[config.mk]
export PLATFORM = sky130hd
export DESIGN_NAME = pixel_config_driver
export DESIGN_NICKNAME = d
export VERILOG_FILES = /design/src/rtl/pixel_cfg_pkg.sv /design/src/rtl/cfg_tick_cnt.sv /design/src/rtl/pixel_config_driver.sv
export SDC_FILE = /design/constraint.sdc
export NUM_CORES = 1
export LEC_CHECK = 0
export BUFFER_PORTS_ARGS = -buffer_cell sky130_fd_sc_hd__buf_2
export CAP_MARGIN = 25
export CORE_UTILIZATION = 40
export DETAILED_ROUTE_END_ITERATION = 6
export MAX_ROUTING_LAYER = met4
export SLEW_MARGIN = 20
export SYNTH_ARGS = -nofsm -noshare
export SYNTH_HDL_FRONTEND = slang
export SYNTH_SLANG_ARGS = --single-unit
export TNS_END_PERCENT = 30
[constraint.sdc]
create_clock -name clk_40MHz -period 2.5 [get_ports clk_40MHz]
set_clock_uncertainty 0.1 [all_clocks]
set_input_delay 0.375 -clock clk_40MHz [delete_from_list [all_inputs] [get_ports clk_40MHz]]
set_output_delay 0.375 -clock clk_40MHz [all_outputs]
set_load 0.05 [all_outputs]
[src/rtl/pixel_cfg_pkg.sv]
// Shared definitions for the pixel configuration driver.
// Holds the sequencer state encoding, default chain geometry and a width helper.
package pixel_cfg_pkg;

  localparam int unsigned DEF_WORD_W         = 6;
  localparam int unsigned DEF_SHIFTS_PER_ROW = 32;
  localparam int unsigned DEF_ROWS           = 128;
  localparam int unsigned ROW_BITS           = DEF_WORD_W * DEF_SHIFTS_PER_ROW;

  typedef enum logic [2:0] {
    ST_IDLE   = 3'd0,
    ST_FETCH  = 3'd1,
    ST_CLK_HI = 3'd2,
    ST_CLK_LO = 3'd3,
    ST_PUSH   = 3'd4,
    ST_DONE   = 3'd5
  } state_e;

  // Counter width able to index 0..n-1, never narrower than one bit.
  function automatic int unsigned cnt_width(input int unsigned n);
    return (n > 1) ? $clog2(n) : 1;
  endfunction

endpackage

[src/rtl/cfg_tick_cnt.sv]
// Loadable down-counter with terminal flag, used to time clock half-periods
// and the push pulse.
//   clk_i, rst_ni : clock, synchronous active-low reset
//   load_i        : load load_val_i this cycle (overrides counting)
//   load_val_i    : value loaded; the flag rises load_val_i cycles later
//   tc_o          : counter is at zero
module cfg_tick_cnt
  import pixel_cfg_pkg::*;
#(
  parameter int unsigned W = 2
) (
  input  logic         clk_i,
  input  logic         rst_ni,
  input  logic         load_i,
  input  logic [W-1:0] load_val_i,
  output logic         tc_o
);

  logic [W-1:0] cnt_q, cnt_d;

  // Count down and park at zero.
  always_comb begin
    cnt_d = cnt_q;
    if (load_i) begin
      cnt_d = load_val_i;
    end else if (cnt_q != '0) begin
      cnt_d = cnt_q - W'(1);
    end
  end

  always_ff @(posedge clk_i) begin
    if (!rst_ni) cnt_q <= '0;
    else         cnt_q <= cnt_d;
  end

  assign tc_o = (cnt_q == '0);

endmodule

[src/rtl/pixel_config_driver.sv]
// Transmit sequencer for the pixel configuration chain. Pulls config words
// over valid/ready, shifts SHIFTS_PER_ROW words per row with config_clk
// (target captures on the falling edge), pulses push_en per row, and flags
// done after ROWS rows.
//   clk_40MHz, rst_n        : clock, synchronous active-low reset
//   start, abort            : begin a configuration / cancel to idle
//   din, din_valid, din_ready : word input handshake (din_ready = FETCH decode)
//   busy, done, row_idx     : sequence status
//   config_clk, config_data, config_en, push_en : chain drive
// Optional macro PIXEL_CFG_READBACK_EN adds config_do/rb_bit/rb_valid: the
// chain output is sampled on the last cycle of every low clock phase.
module pixel_config_driver
  import pixel_cfg_pkg::*;
#(
  parameter int unsigned WORD_W         = DEF_WORD_W,
  parameter int unsigned SHIFTS_PER_ROW = DEF_SHIFTS_PER_ROW,
  parameter int unsigned ROWS           = DEF_ROWS,
  parameter int unsigned HALF_PER       = 2,
  parameter int unsigned PUSH_CYC       = 4
) (
  input  logic                          clk_40MHz,
  input  logic                          rst_n,
  input  logic                          start,
  input  logic                          abort,
  input  logic [WORD_W-1:0]             din,
  input  logic                          din_valid,
  output logic                          din_ready,
  output logic                          busy,
  output logic                          done,
  output logic [cnt_width(ROWS)-1:0]    row_idx,
  output logic                          config_clk,
  output logic [WORD_W-1:0]             config_data,
  output logic                          config_en,
  output logic                          push_en
`ifdef PIXEL_CFG_READBACK_EN
  ,
  input  logic                          config_do,
  output logic                          rb_bit,
  output logic                          rb_valid
`endif
);

  localparam int unsigned ROW_W    = cnt_width(ROWS);
  localparam int unsigned SC_W     = cnt_width(SHIFTS_PER_ROW);
  localparam int unsigned TICK_MAX = (HALF_PER > PUSH_CYC) ? HALF_PER : PUSH_CYC;
  localparam int unsigned TICK_W   = cnt_width(TICK_MAX);
  localparam logic [TICK_W-1:0] HALF_LOAD = TICK_W'(HALF_PER - 1);
  localparam logic [TICK_W-1:0] PUSH_LOAD = TICK_W'(PUSH_CYC - 1);

  state_e             state_q, state_d;
  logic               cfg_clk_q, cfg_clk_d;
  logic [WORD_W-1:0]  cfg_data_q, cfg_data_d;
  logic               cfg_en_q, cfg_en_d;
  logic               push_en_q, push_en_d;
  logic               busy_q, busy_d;
  logic               done_q, done_d;
  logic [ROW_W-1:0]   row_idx_q, row_idx_d;
  logic [SC_W-1:0]    shift_cnt_q, shift_cnt_d;
`ifdef PIXEL_CFG_READBACK_EN
  logic               rb_bit_q, rb_bit_d;
  logic               rb_valid_q, rb_valid_d;
`endif

  logic               tick_load;
  logic [TICK_W-1:0]  tick_val;
  logic               tick_tc;
  logic               last_shift;
  logic               last_row;

  // Phase timer: loaded on entry to CLK_HI, CLK_LO and PUSH.
  cfg_tick_cnt #(
    .W (TICK_W)
  ) u_tick (
    .clk_i      (clk_40MHz),
    .rst_ni     (rst_n),
    .load_i     (tick_load),
    .load_val_i (tick_val),
    .tc_o       (tick_tc)
  );

  assign last_shift = (shift_cnt_q == SC_W'(SHIFTS_PER_ROW - 1));
  assign last_row   = (row_idx_q == ROW_W'(ROWS - 1));

  // State and output registers.
  always_ff @(posedge clk_40MHz) begin
    if (!rst_n) begin
      state_q     <= ST_IDLE;
      cfg_clk_q   <= 1'b1;
      cfg_data_q  <= '0;
      cfg_en_q    <= 1'b0;
      push_en_q   <= 1'b0;
      busy_q      <= 1'b0;
      done_q      <= 1'b0;
      row_idx_q   <= '0;
      shift_cnt_q <= '0;
`ifdef PIXEL_CFG_READBACK_EN
      rb_bit_q    <= 1'b0;
      rb_valid_q  <= 1'b0;
`endif
    end else begin
      state_q     <= state_d;
      cfg_clk_q   <= cfg_clk_d;
      cfg_data_q  <= cfg_data_d;
      cfg_en_q    <= cfg_en_d;
      push_en_q   <= push_en_d;
      busy_q      <= busy_d;
      done_q      <= done_d;
      row_idx_q   <= row_idx_d;
      shift_cnt_q <= shift_cnt_d;
`ifdef PIXEL_CFG_READBACK_EN
      rb_bit_q    <= rb_bit_d;
      rb_valid_q  <= rb_valid_d;
`endif
    end
  end

  // Next-state logic; abort overrides everything.
  always_comb begin
    state_d = state_q;
    if (abort) begin
      state_d = ST_IDLE;
    end else begin
      unique case (state_q)
        ST_IDLE:   if (start) state_d = ST_FETCH;
        ST_FETCH:  if (din_valid) state_d = ST_CLK_HI;
        ST_CLK_HI: if (tick_tc) state_d = ST_CLK_LO;
        ST_CLK_LO: if (tick_tc) state_d = last_shift ? ST_PUSH : ST_FETCH;
        ST_PUSH:   if (tick_tc) state_d = last_row ? ST_DONE : ST_FETCH;
        ST_DONE:   state_d = ST_IDLE;
        default:   state_d = ST_IDLE;
      endcase
    end
  end

  // Next values of the registered outputs and counters.
  always_comb begin
    cfg_clk_d   = cfg_clk_q;
    cfg_data_d  = cfg_data_q;
    cfg_en_d    = cfg_en_q;
    push_en_d   = push_en_q;
    busy_d      = busy_q;
    done_d      = 1'b0;
    row_idx_d   = row_idx_q;
    shift_cnt_d = shift_cnt_q;
    tick_load   = 1'b0;
    tick_val    = '0;
`ifdef PIXEL_CFG_READBACK_EN
    rb_bit_d    = rb_bit_q;
    rb_valid_d  = 1'b0;
`endif
    if (abort) begin
      // config_data keeps its last word; a falling edge already issued stays.
      cfg_clk_d   = 1'b1;
      cfg_en_d    = 1'b0;
      push_en_d   = 1'b0;
      busy_d      = 1'b0;
      row_idx_d   = '0;
      shift_cnt_d = '0;
      tick_load   = 1'b1;
`ifdef PIXEL_CFG_READBACK_EN
      rb_bit_d    = 1'b0;
`endif
    end else begin
      unique case (state_q)
        ST_IDLE: begin
          if (start) begin
            busy_d      = 1'b1;
            row_idx_d   = '0;
            shift_cnt_d = '0;
          end
        end
        ST_FETCH: begin
          if (din_valid) begin
            cfg_data_d = din;
            cfg_en_d   = 1'b1;
            tick_load  = 1'b1;
            tick_val   = HALF_LOAD;
          end
        end
        ST_CLK_HI: begin
          if (tick_tc) begin
            cfg_clk_d = 1'b0;
            tick_load = 1'b1;
            tick_val  = HALF_LOAD;
          end
        end
        ST_CLK_LO: begin
          if (tick_tc) begin
            cfg_clk_d = 1'b1;
`ifdef PIXEL_CFG_READBACK_EN
            // Target shifted at the falling edge, so its output is settled.
            rb_bit_d   = config_do;
            rb_valid_d = 1'b1;
`endif
            if (last_shift) begin
              shift_cnt_d = '0;
              cfg_en_d    = 1'b0;
              push_en_d   = 1'b1;
              tick_load   = 1'b1;
              tick_val    = PUSH_LOAD;
            end else begin
              shift_cnt_d = shift_cnt_q + SC_W'(1);
            end
          end
        end
        ST_PUSH: begin
          if (tick_tc) begin
            push_en_d = 1'b0;
            if (last_row) done_d = 1'b1;
            else          row_idx_d = row_idx_q + ROW_W'(1);
          end
        end
        ST_DONE: begin
          busy_d    = 1'b0;
          row_idx_d = '0;
        end
        default: ;
      endcase
    end
  end

  assign din_ready   = (state_q == ST_FETCH);
  assign busy        = busy_q;
  assign done        = done_q;
  assign row_idx     = row_idx_q;
  assign config_clk  = cfg_clk_q;
  assign config_data = cfg_data_q;
  assign config_en   = cfg_en_q;
  assign push_en     = push_en_q;
`ifdef PIXEL_CFG_READBACK_EN
  assign rb_bit      = rb_bit_q;
  assign rb_valid    = rb_valid_q;
`endif

endmodule

==> reports/summary.md, run 1 <==
The worst register-to-register path has a depth of 4. After detailed routing, the number of remaining DRC violations is 0. The logs give 1322 for the total via count in the routed design and 1191 for the number of global-route vias before repair.

The largest vdd supply drop came out at 227 uV. Setup repair after global routing left no endpoint under its margin. The tools report the register cell area after layout as 561 sq um. The tools report the row count as 21. For the final routed database, the setup TNS stands at 0 ns. For the synthesized net count, the log shows 186.

The area growth from synthesis to layout is 14.5%. The run finished with clean final reports. After detailed routing, the average wire length per cell comes to 12.9 microns. The die is 62.0 microns wide.

The number of primary I/O pins is 30. The slowest library cell on the worst path is sky130_fd_sc_hd__dfxtp_1. Startpoint-to-endpoint class of the critical path: register to primary output. The post-cts sizing count came out at 0. The Yosys step of the flow raised 0 warnings. The height of the chip works out to 62.0 microns. TritonCTS built the clock tree.

The actual slew at the worst max-slew pin came out at 0.665 ns. After the first detailed-routing iteration, the DRC count stood at 88. Post-CTS timing repair inserted 0 buffers for setup.

The average size of a mapped cell is 8.43 sq um, and the clock slew seen by the registers of the worst setup and hold paths is 0.15 ns. The first global-routing pass estimated 5280 microns of wire. At the later pin of the worst-skew pair, clock insertion delay measures 0.33 ns.

The tool flagged a number of max-cap violations equal to 0. The terminus of the critical flop-to-flop path was row_idx[3]. The final global-route overflow total was 0; the total wire length after detailed routing was 3130 microns. The nature of the critical path startpoint was a register. The count of placed standard cells including taps was 239; the maximum fanout encountered on the critical timing path was 20. The worst hold path was traced through 3 stages. The tools report the maximum buffer depth of the clock tree as 2. The total routing resource utilization after global routing was 19.0%; the final period demand of the worst path was 2.15 ns. End point of the worst hold path: config_data[1].

The count of final max-slew check failures was 0. The number of library cell types mapped by synthesis was 40. Static timing analysis puts the maximum clock frequency at 0.464 GHz. The number of register bits inferred by synthesis works out to 28. The H-tree depth reported by CTS is 1.

Entering global routing, the biggest net connects 22 pins. Dividing total power by cell area gives a power density of 466 nW/um^2. In this run the static leakage power is 0.000637 uW. Number of failing hold endpoints at the final stage: 0. Setup slack on the worst reg-to-reg path comes out at 0.52 ns. The floorplan step defined a die boundary enclosing 3850 sq um.

The final non-filler cell total is 243, and the half-perimeter wire length of the detailed placement result is 2300 microns. Synthesis handed over a netlist of 171 instances. For the initial antenna violation count, the log shows 0.

The worst setup path is captured at a primary output. The mapped netlist covers 1440 sq um. The layout has 334 filler cells.

The root buffer cell was sky130_fd_sc_hd__clkbuf_4. Input and output buffers added on the ports amount to 29. Data on the critical path is required at its endpoint by 2.03 ns.

The stage delay of the slowest cell on the critical path is 0.77 ns. Area used by multi-input combinational logic: 821 sq um. The net count of the finished layout is 213. Of the available clock period, the critical path in the final layout requires 86.1%. Number of buffer and inverter instances along the worst setup path: 1.

The number of hold-repair buffers added at the cts stage was 0. Of the synthesized area, sequential elements account for 38.9%. The count of antenna-violating nets left after detailed routing is 0, and the headroom to the max-slew limit is 55.6%.

The run gives 1.68 ns as the data arrival time of the critical path. The startpoint identified for the worst register-to-register timing path is state_q[2]. Before antenna repair, the detailed router went through 4 iterations.

Clock tree synthesis found a total of 28 sinks. The diode insertion count for antenna repair is 0, and the post-detailed-route via-to-cell ratio is 5.44. The tools report the standard cell core area as 3390 sq um. The signal on the critical path passes through nand2b_1 > nor2_1 > buf_2. In this run the most critical hold path is launched from din[1].

The CTS buffer count came out at 3. Of the cells placed in the final design, the portion with a size suffix greater than 1 is 19.8%. Once the floorplan was initialized, standard cells occupied 42.5% of the core.

The cell family contributing the most delay on the critical path is flip-flops. Before CTS, the worst setup slack after placement is 0.537 ns. The routability congestion estimate is 0.753. The path class of the tightest hold or removal check is input port to register. The setup violation total in the final timing report was 0; the smallest setup slack after layout was 0.347 ns.
-- layer usage --
layer,up-vias,routed length [microns],track usage (%)
met3,4,143,2.48
li1,668,-,-
met2,36,1400,30.1
met5,-,0,-
met1,614,1550,24.8
met4,0,40,6.67
-- flip-flops by register name, summed over array words and instances (netlist names), 2 cells and up --
name          flops
row_idx           7
config_data       6
state_q           3
u_tick.cnt_q      2
shift_cnt_q       5
-- power breakdown --
group | internal, uW | switching, uW
logic | 32.5 | 53.0
clock network | 89.3 | 133
registers | 452 | 8.67
-- stage by stage --
stage          util [%]  hold WS [ns]  power [uW]  instance area (sq um)
2_1_floorplan         -         0.336         530                   1440
3_3_place_gp       47.6         0.345         554                   1610
3_5_place_dp       47.6         0.355         556                   1610
4_1_cts            48.7         0.180         779                   1650
5_1_grt            48.7         0.183         804                   1650
6_report           48.7         0.186         768                   1650
-- cells in the mapped netlist --
master                      number  area share, %
sky130_fd_sc_hd__dfxtp_1        28             39
sky130_fd_sc_hd__nand2_1        20            5.2
sky130_fd_sc_hd__a21oi_1        17            5.9
sky130_fd_sc_hd__mux2i_1        10            6.9
sky130_fd_sc_hd__nor2_1          8            2.1
sky130_fd_sc_hd__nor2b_1         8            3.5
sky130_fd_sc_hd__o21ai_0         8            2.8
sky130_fd_sc_hd__nor3_1          7            2.4
sky130_fd_sc_hd__a31oi_1         5            2.2
sky130_fd_sc_hd__nand3_1         5            1.7
sky130_fd_sc_hd__ha_1            4            3.5
sky130_fd_sc_hd__inv_1           4            1.0
sky130_fd_sc_hd__nand4_1         4            1.7
sky130_fd_sc_hd__and4_1          3            1.8
sky130_fd_sc_hd__buf_2           3            1.0
sky130_fd_sc_hd__nand2b_1        3            1.3
sky130_fd_sc_hd__a211oi_1        2            1.0
sky130_fd_sc_hd__a21o_1          2            1.0
sky130_fd_sc_hd__and2_1          2           0.87
sky130_fd_sc_hd__and3_1          2           0.87
sky130_fd_sc_hd__buf_1           2           0.52
sky130_fd_sc_hd__buf_4           2            1.0
sky130_fd_sc_hd__clkbuf_1        2           0.52
sky130_fd_sc_hd__o211ai_1        2            1.0
sky130_fd_sc_hd__or3_1           2           0.87
sky130_fd_sc_hd__or3b_1          2            1.2
sky130_fd_sc_hd__a311oi_1        1           0.61
sky130_fd_sc_hd__a31o_2          1           0.61
sky130_fd_sc_hd__and3b_1         1           0.61
sky130_fd_sc_hd__and4b_1         1           0.69
sky130_fd_sc_hd__nand2_2         1           0.43
sky130_fd_sc_hd__nand3b_1        1           0.52
sky130_fd_sc_hd__nand4bb_1       1           0.78
sky130_fd_sc_hd__nor2_2          1           0.43
sky130_fd_sc_hd__nor3b_1         1           0.52
sky130_fd_sc_hd__nor3b_4         1            1.3
sky130_fd_sc_hd__nor4b_1         1           0.61
sky130_fd_sc_hd__o311a_1         1           0.69
sky130_fd_sc_hd__or4_1           1           0.52
sky130_fd_sc_hd__xor2_1          1           0.61
-- final cells by class --
cell class	count	share of cell area [%]
inverters	4	0.910
flip-flops and latches	28	34.0
clock buffers	4	2.20
repair buffers	31	9.70
well taps	46	3.49
multi-input cells	130	49.7
-- cell usage in the layout, fill, tap and decap left out, drive strengths merged, types with 2 or more instances in the layout --
cell type,netlist,layout
buf,7,31
dfxtp,28,28
nand2,21,21
a21oi,17,17
mux2i,10,10
nor2,9,9
o21ai,8,8
nor2b,8,8
nor3,7,7
nand3,5,5
a31oi,5,5
inv,4,4
nand4,4,4
ha,4,4
clkbuf,2,4
nand2b,3,3
and4,3,3
and3,2,2
or3b,2,2
a21o,2,2
and2,2,2
o211ai,2,2
or3,2,2
a211oi,2,2
nor3b,2,2
-- logic make-up after synthesis --
group	share of synthesized area, %
AO/OA/AOI/OAI	15.9
XOR/XNOR	0.608
adder cells (fa/ha/maj)	3.47
buffers and inverters	4.17
flip-flops	38.9
multiplexers	6.94
AND/OR/NAND/NOR	30.0
-- worst reg2reg max path: stages, from the launching register on --
cell                      delay [ns]
sky130_fd_sc_hd__dfxtp_1        0.71
sky130_fd_sc_hd__nor3b_4        0.46
sky130_fd_sc_hd__nand2_2        0.13
sky130_fd_sc_hd__or3_1          0.37
sky130_fd_sc_hd__a31oi_1        0.16
-- worst max path at each step --
stage | start | to | slack [ns] | depth (start not counted)
after floorplan | row_idx[0] | row_idx[0] | 0.59 | 5
after global placement | state_q[2] | row_idx[0] | 0.67 | 4
after detailed placement | state_q[2] | row_idx[3] | 0.54 | 4
after CTS | state_q[0] | din_ready | 0.31 | 3
after global routing | state_q[0] | din_ready | 0.19 | 3
final | state_q[0] | din_ready | 0.35 | 3
(Power assumes the default switching activity.)
==> run 2, diff against run 1 <==
--- a/config.mk
+++ b/config.mk
@@ -13,5 +13,6 @@
 export SLEW_MARGIN = 20
 export SYNTH_ARGS = -nofsm -noshare
 export SYNTH_HDL_FRONTEND = slang
+export SYNTH_HIERARCHICAL = 1
 export SYNTH_SLANG_ARGS = --single-unit
 export TNS_END_PERCENT = 30
==> reports/summary.md, run 2 <==
The tools report the source-to-sink clock delay at the later pin of the worst-skew pair as 0.34 ns. Clock tree synthesis selected as its root buffer the cell sky130_fd_sc_hd__clkbuf_4. Synthesis produced 163 cells. After floorplanning, the core was divided into 21 placement rows. The area share of the largest cell type after synthesis was 38.5%.

In the final routed layout, each cell accounts on average for 13.4 microns. The synthesized design contains 0 enable-type register cells. The tools report the number of global-route vias before repair as 1144. The repair_antennas step left the layout with diodes totalling 0.

The clock slew seen by the registers of the worst setup and hold paths is 0.16 ns, and the count of antenna-violating nets left after detailed routing is 0. For this run, the register share of the synthesized area comes to 38.5%. The synthesized area is 1460 sq um, and the H-tree depth reported by CTS is 1. Counting every net in the synthesized netlist gives 178. The die is 62.3 microns tall. The total wire length after detailed routing is 3190 microns, and the number of register bits inferred by synthesis is 28. The critical path goes through ha_1 > and3_1 > ha_1 > nand2b_4 > a32oi_1 > nor2_1 > or2_2 > nand2b_4 > o31ai_2.

Actual slew at the worst max-slew pin: 0.603 ns. The fraction of final layout cells sized beyond drive strength 1 was 23.0%; the final routed DRC violation total was 0. Global routing consumed, over all layers together, 17.9% of the routing resources. Once the clock tree was built, the setup fixing pass inserted 0 buffers. Routability-driven placement finished with a final weighted congestion of 0.875.

The register with the most flip-flops in the layout has 7 of them. For this run, the number of Yosys warnings is 6. Initial antenna violation count: 0. In this run the static leakage power is 0.000686 uW. Sorting the synthesized cells by how often they occur yields sky130_fd_sc_hd__dfxtp_1 (28), sky130_fd_sc_hd__a21oi_1 (13), sky130_fd_sc_hd__nand2_1 (10), sky130_fd_sc_hd__nor2_1 (10), sky130_fd_sc_hd__nor2b_1 (10). The routed layout has 1286 vias. Among all stages on the critical path, the largest delay is contributed by sky130_fd_sc_hd__dfxtp_2. Yosys attributes the largest share of cell area to sky130_fd_sc_hd__dfxtp_1 (39%), sky130_fd_sc_hd__mux2i_1 (5.5%), sky130_fd_sc_hd__a21oi_1 (4.5%), sky130_fd_sc_hd__nor2b_1 (4.3%), sky130_fd_sc_hd__ha_1 (3.4%). The final period demand of the worst path is 2.34 ns, and the pin count of the biggest net entering global routing is 19. TritonCTS built the clock tree. Setup repair after global routing left no endpoint under its margin. Max-cap violations in this run came to 0.

For the data arrival time of the critical path, the log shows 2.51 ns. The worst setup path is captured at a register. Headroom to the max-slew limit came out at 59.8%. At the end of the flow, the number of nets in the layout was 207.

Relative area change from synthesis to final layout: 16.5%. The minimum hold slack came out at 0.182 ns. The count of final max-slew check failures is 0, and the number of hold-repair buffers added at the cts stage is 0. By startpoint and endpoint, the worst setup path is classified as register to register. OpenSTA, run right after detailed placement, puts the worst setup slack at 0.153 ns. The die is 62.3 microns wide. Detailed placement finished with a half-perimeter wire length of 2380 microns. In the layout the commonest cells are sky130_fd_sc_hd__buf_2 (29), sky130_fd_sc_hd__dfxtp_1 (27), sky130_fd_sc_hd__a21oi_1 (13).

Post-CTS repair changed the size of 0 cells. The first global-routing pass estimated 5430 microns of wire. The run finished with clean final reports. Part of the cycle the worst path needs: 93.6%. For this run, the leading register cell type out of synthesis is sky130_fd_sc_hd__dfxtp_1. The cell area after layout is 1700 sq um. The maximum buffer depth of the clock tree is 2, and the setup TNS is 0 ns. Fill cells in the final layout number 343. Once the floorplan was initialized, standard cells occupied 42.6% of the core. The proportion of synthesized flip-flops having asynchronous set or reset was 0%; the number of port buffers was 29. Using the TritonRoute via totals, the vias-per-cell ratio works out to 5.43.

For this design the ratio of total power to cell area is 500 nW/um^2. For the smallest setup slack after layout, the log shows 0.159 ns. The tools report the nature of the critical path startpoint as a register.

Number of failing hold endpoints at the final stage: 0. The tools report the standard cell core area as 3420 sq um. The library cell used most frequently in the layout, excluding fill and tap cells, is sky130_fd_sc_hd__buf_2.

The tools report the critical path required time as 2.67 ns. For the count of routing violations after the opening detailed-route iteration, the log shows 75. Type of the tightest min-delay check: input port to register. Among all cell types in the netlist, the one instantiated most often is sky130_fd_sc_hd__dfxtp_1. The placement-stage cell area was 1630 sq um; the number of clock sinks was 28. During I/O placement, the number of pins put on the boundary was 30. The average size of a mapped cell is 8.93 sq um, and the die area is 3880 sq um. The tools report the CTS buffer count as 3. The count of TritonRoute iterations in the first routing pass was 4; the maximum fanout encountered on the critical timing path was 6.

Setup violations remaining at the end of the flow were counted as 0. The run gives 238 uV as the largest vdd supply drop. Summed over all layers, the global routing overflow is 0. Static timing analysis puts the maximum clock frequency at 0.427 GHz. In this design, the stage delay of the slowest critical-path cell is 0.37 ns.

The number of library cell types mapped by synthesis was 45. The post-synthesis cell type with the largest combined area was sky130_fd_sc_hd__dfxtp_1.
## run 2: cell types whose count changed in the layout (fill, tap and decap cells not counted), sizes merged, moves of 3 or more
cell,change
o21ai,-3
nand2b,+4
and3,+4
a21oi,-4
nand3,+4
nor3,-3
nand2,-11
nand4,-4
## run 2: area by class of cell
class / count / area [sq um] / area share, %
multi-input combinational: 123 / 848 / 50.0
sequential: 28 / 562 / 33.1
timing repair buffer: 30 / 153 / 9.00
tap: 46 / 57.6 / 3.39
clock inverter: 1 / 30.0 / 1.77
clock buffer: 3 / 22.5 / 1.33
inverter: 6 / 22.5 / 1.33
## run 2: metrics by stage
step	std cells	utilization [%]	total power [uW]
2_1_floorplan	163	-	526
3_3_place_gp	233	47.8	551
3_5_place_dp	233	47.8	552
4_1_cts	237	49.4	851
5_1_grt	237	49.6	881
6_report	237	49.6	848
## run 2: routing by layer
metal  GRT usage (%)  vias up  share of wire [%]
met3            3.68        7                4.2
met1            24.8      594                 49
met2            25.5       38                 45
met5               -        -                  0
li1                -      647                  -
met4            6.98        0                1.8
## run 2: final timing paths
kind	startpoint	endpoint	slack (ns)	cells after the start
hold / removal	din[3]	config_data[3]	0.18	3
setup / recovery	shift_cnt_q[0]	u_tick/cnt_q[1]	0.16	9
hold reg to reg	shift_cnt_q[4]	shift_cnt_q[4]	0.37	2
setup reg to reg	shift_cnt_q[0]	u_tick/cnt_q[1]	0.16	9
## run 2: cells by family after synthesis
family	after synthesis	share of synthesized area, %
and+or+nand+nor	72	30.2
buffers and inverters	12	3.70
AOI/OAI and AO/OA	38	18.1
DFF	28	38.5
xor gates and xnor gates	1	0.602
adders and majority gates	4	3.44
muxes	8	5.50
## run 2: power by group
part | switching [uW] | internal (uW)
sequential | 7.06 | 451
combinational | 51.6 | 34.3
clock | 141 | 162
total | 200 | 648
## run 2: worst max-delay path: cells and delay by family (launching register included)
family                     cells  cell delay [ns]
AOI/OAI and AO/OA              2             0.43
and+or+nand+nor                5             0.90
DFF                            1             0.37
adders and majority gates      2             0.46
==> run 3, diff against run 2 <==
--- a/config.mk
+++ b/config.mk
@@ -10,6 +10,7 @@
 export CORE_UTILIZATION = 40
 export DETAILED_ROUTE_END_ITERATION = 6
 export MAX_ROUTING_LAYER = met4
+export PLACE_DENSITY = 0.68
 export SLEW_MARGIN = 20
 export SYNTH_ARGS = -nofsm -noshare
 export SYNTH_HDL_FRONTEND = slang
==> reports/summary.md, run 3 (same netlist as run 2, synthesis figures left out) <==
The run finished with clean final reports. The cell-internal power was 541 uW. The register with the most flip-flops in the layout has 7 of them. In this run the power density over the cells is 438 nW/um^2. The row count came out at 21.

The number of gates resized after CTS was 0. The worst path uses 94.1% of the clock period. Global routing used 28.3% of the available met2 tracks.

The type of element capturing the critical path is a register. The die width was 62.3 microns; the fraction of final layout cells sized beyond drive strength 1 was 22.2%. The leakage power figure was 0.000663 uW.

The clock slew seen by the registers of the worst setup and hold paths works out to 0.14 ns. After detailed routing, the average wire length per cell comes to 12.7 microns. The first global-routing pass estimated 5200 microns of wire. Compared with the post-synthesis result, the final layout area differs by 13.7%.

After the first detailed-routing iteration, the DRC count stood at 76. Summed over all failing endpoints, the final setup total negative slack is 0 ns. For the number of max-capacitance violations reported, the log shows 0.

In the final design database the tool counted 206 nets. For the initial antenna violation count, the log shows 0. After detailed routing, the total wire length is 2990 microns. Setup repair after global routing left no endpoint under its margin.

The detailed router placed 1301 vias in this run. The power share of the sequential group came out at 63.1%. The H-tree depth reported by CTS is 1.

The run gives 2250 microns as the half-perimeter wire length of the detailed placement result. Root buffer cell: sky130_fd_sc_hd__clkbuf_4. The die covers 3880 sq um.

The starting density of the core came out at 42.6%. The count of final max-slew check failures was 0; the number of port buffers was 29. Leaving out fill and tap cells, the most frequent cells in the layout are sky130_fd_sc_hd__buf_2 (29), sky130_fd_sc_hd__dfxtp_1 (28), sky130_fd_sc_hd__a21oi_1 (13). The first detailed-routing pass ran for 5 iterations. In this run switching power makes up 25.4% of total power. The critical path in this run is classified as register to register.

Setup violations remaining at the end of the flow were counted as 0. Slowest library cell on the worst path: sky130_fd_sc_hd__dfxtp_1. The actual slew at the worst max-slew pin came out at 0.615 ns. The clock network is responsible for 25.3% of the overall power. The logs give 0 for the setup fix buffers added after clock tree synthesis and 0.818 for the routability congestion estimate.

In this run the standard cell core region covers 3420 sq um. The type of the tightest min-delay check was input port to register. The smallest setup slack after layout was 0.147 ns; the pin count of the biggest net entering global routing was 19. Grouping stages by cell kind, the critical path spends the most delay in simple AND/OR/NAND/NOR gates. The finished layout holds 235 standard cells, fillers aside. Traced cell by cell, the critical path runs through ha_1 > and3_1 > ha_2 > nand2b_2 > a32oi_1 > nor2_1 > or2_2 > nand2b_4 > o31ai_2. The logs give 21.0% for the met1 track demand over resource in global routing and 0.136 ns for the placement-stage worst setup slack.

For the number of global-route vias before repair, the log shows 1176. The switching component of the power was 184 uW. TritonCTS built the clock tree. Together, buffers and inverters on the worst path number 0.

The count of placed standard cells including taps is 232. For this design the top-level I/O count stands at 30. The count of antenna-violating nets left after detailed routing is 0, and the overall power of the completed layout is 725 uW. The source-to-sink clock delay at the later pin of the worst-skew pair is 0.33 ns.

The final routed DRC violation total came out at 0. In the global route stage, met3 resource usage came out at 3.49%. Diode insertion count for antenna repair: 0. The most used routing layer is met2. STA classifies the critical path startpoint as a register.

The run gives 3 as the CTS buffer count. The post-detailed-route via-to-cell ratio was 5.54. The number of hold buffers added after CTS was 0. The final period demand of the worst path works out to 2.35 ns. For the number of failing hold endpoints at the final stage, the log shows 0. At the worst endpoint, the arrival time is 2.51 ns. The run gives 11.5% as the relative contribution of combinational cells to total power. The library cell used most frequently in the layout, excluding fill and tap cells, is sky130_fd_sc_hd__buf_2. The die is 62.3 microns tall.

In the global route stage, overall resource usage came out at 16.8%. Headroom to the max-slew limit came out at 59.0%. For the worst setup path, the data required time is 2.66 ns. The tools report the upper clock frequency limit as 0.425 GHz. The largest single stage delay on the critical path is 0.37 ns.

Maximum buffer depth of the clock tree: 2. The tools report the final global-route overflow total as 0. The worst-case IR drop observed on VDD is 354 uV. Fill cell instance count of the final layout: 345. In this run the worst path has a maximum fanout of 6. The number of clock sinks was 28.
==> run 3: final timing paths <==
check | end | cells past startpoint | slack, ns | startpoint
worst max-delay path | u_tick/cnt_q[1] | 9 | 0.15 | shift_cnt_q[0]
worst min-delay path | config_data[5] | 3 | 0.20 | din[5]
worst min register to register | shift_cnt_q[4] | 2 | 0.39 | shift_cnt_q[4]
worst max register to register | u_tick/cnt_q[1] | 9 | 0.15 | shift_cnt_q[0]
==> run 3: worst register-to-register path: stages, from the launching register on <==
cell and delay (ns):
sky130_fd_sc_hd__dfxtp_1 0.37, sky130_fd_sc_hd__ha_1 0.23, sky130_fd_sc_hd__and3_1 0.19, sky130_fd_sc_hd__ha_2 0.20, sky130_fd_sc_hd__nand2b_2 0.22, sky130_fd_sc_hd__a32oi_1 0.23, sky130_fd_sc_hd__nor2_1 0.07, sky130_fd_sc_hd__or2_2 0.32
sky130_fd_sc_hd__nand2b_4 0.15, sky130_fd_sc_hd__o31ai_2 0.21
==> run 3: metrics by stage <==
step	util, %	area [sq um]	hold WS (ns)
detailed placement	47.6	1630	0.365
global route	48.4	1650	0.186
finish	48.4	1650	0.195
CTS	48.3	1650	0.195
global placement	47.6	1630	0.356
floorplan	-	1460	0.336
==> run 3: layer usage <==
layer	wire (microns)	share of wire, %
met3	133	4.5
met2	1480	50
met4	15	0.50
met1	1350	45
met5	0	0
==> run 3: cell type report <==
| class | instances | area, sq um | share of cell area (%) |
|---|---|---|---|
| Multi-Input combinational cell | 123 | 846 | 51.1 |
| Sequential cell | 28 | 561 | 33.9 |
| Timing Repair Buffer | 29 | 145 | 8.77 |
| Tap cell | 46 | 57.6 | 3.48 |
| Clock buffer | 3 | 22.5 | 1.36 |
| Inverter | 6 | 22.5 | 1.36 |
==> run 3: power groups by stage <==
stage | clock network (uW) | logic [uW] | registers (uW)
floorplan | 0 | 52.5 | 474
global placement | 0 | 81.9 | 467
detailed placement | 0 | 83.1 | 467
CTS | 193 | 83.5 | 458
global route | 213 | 91.0 | 459
finish | 184 | 83.6 | 458
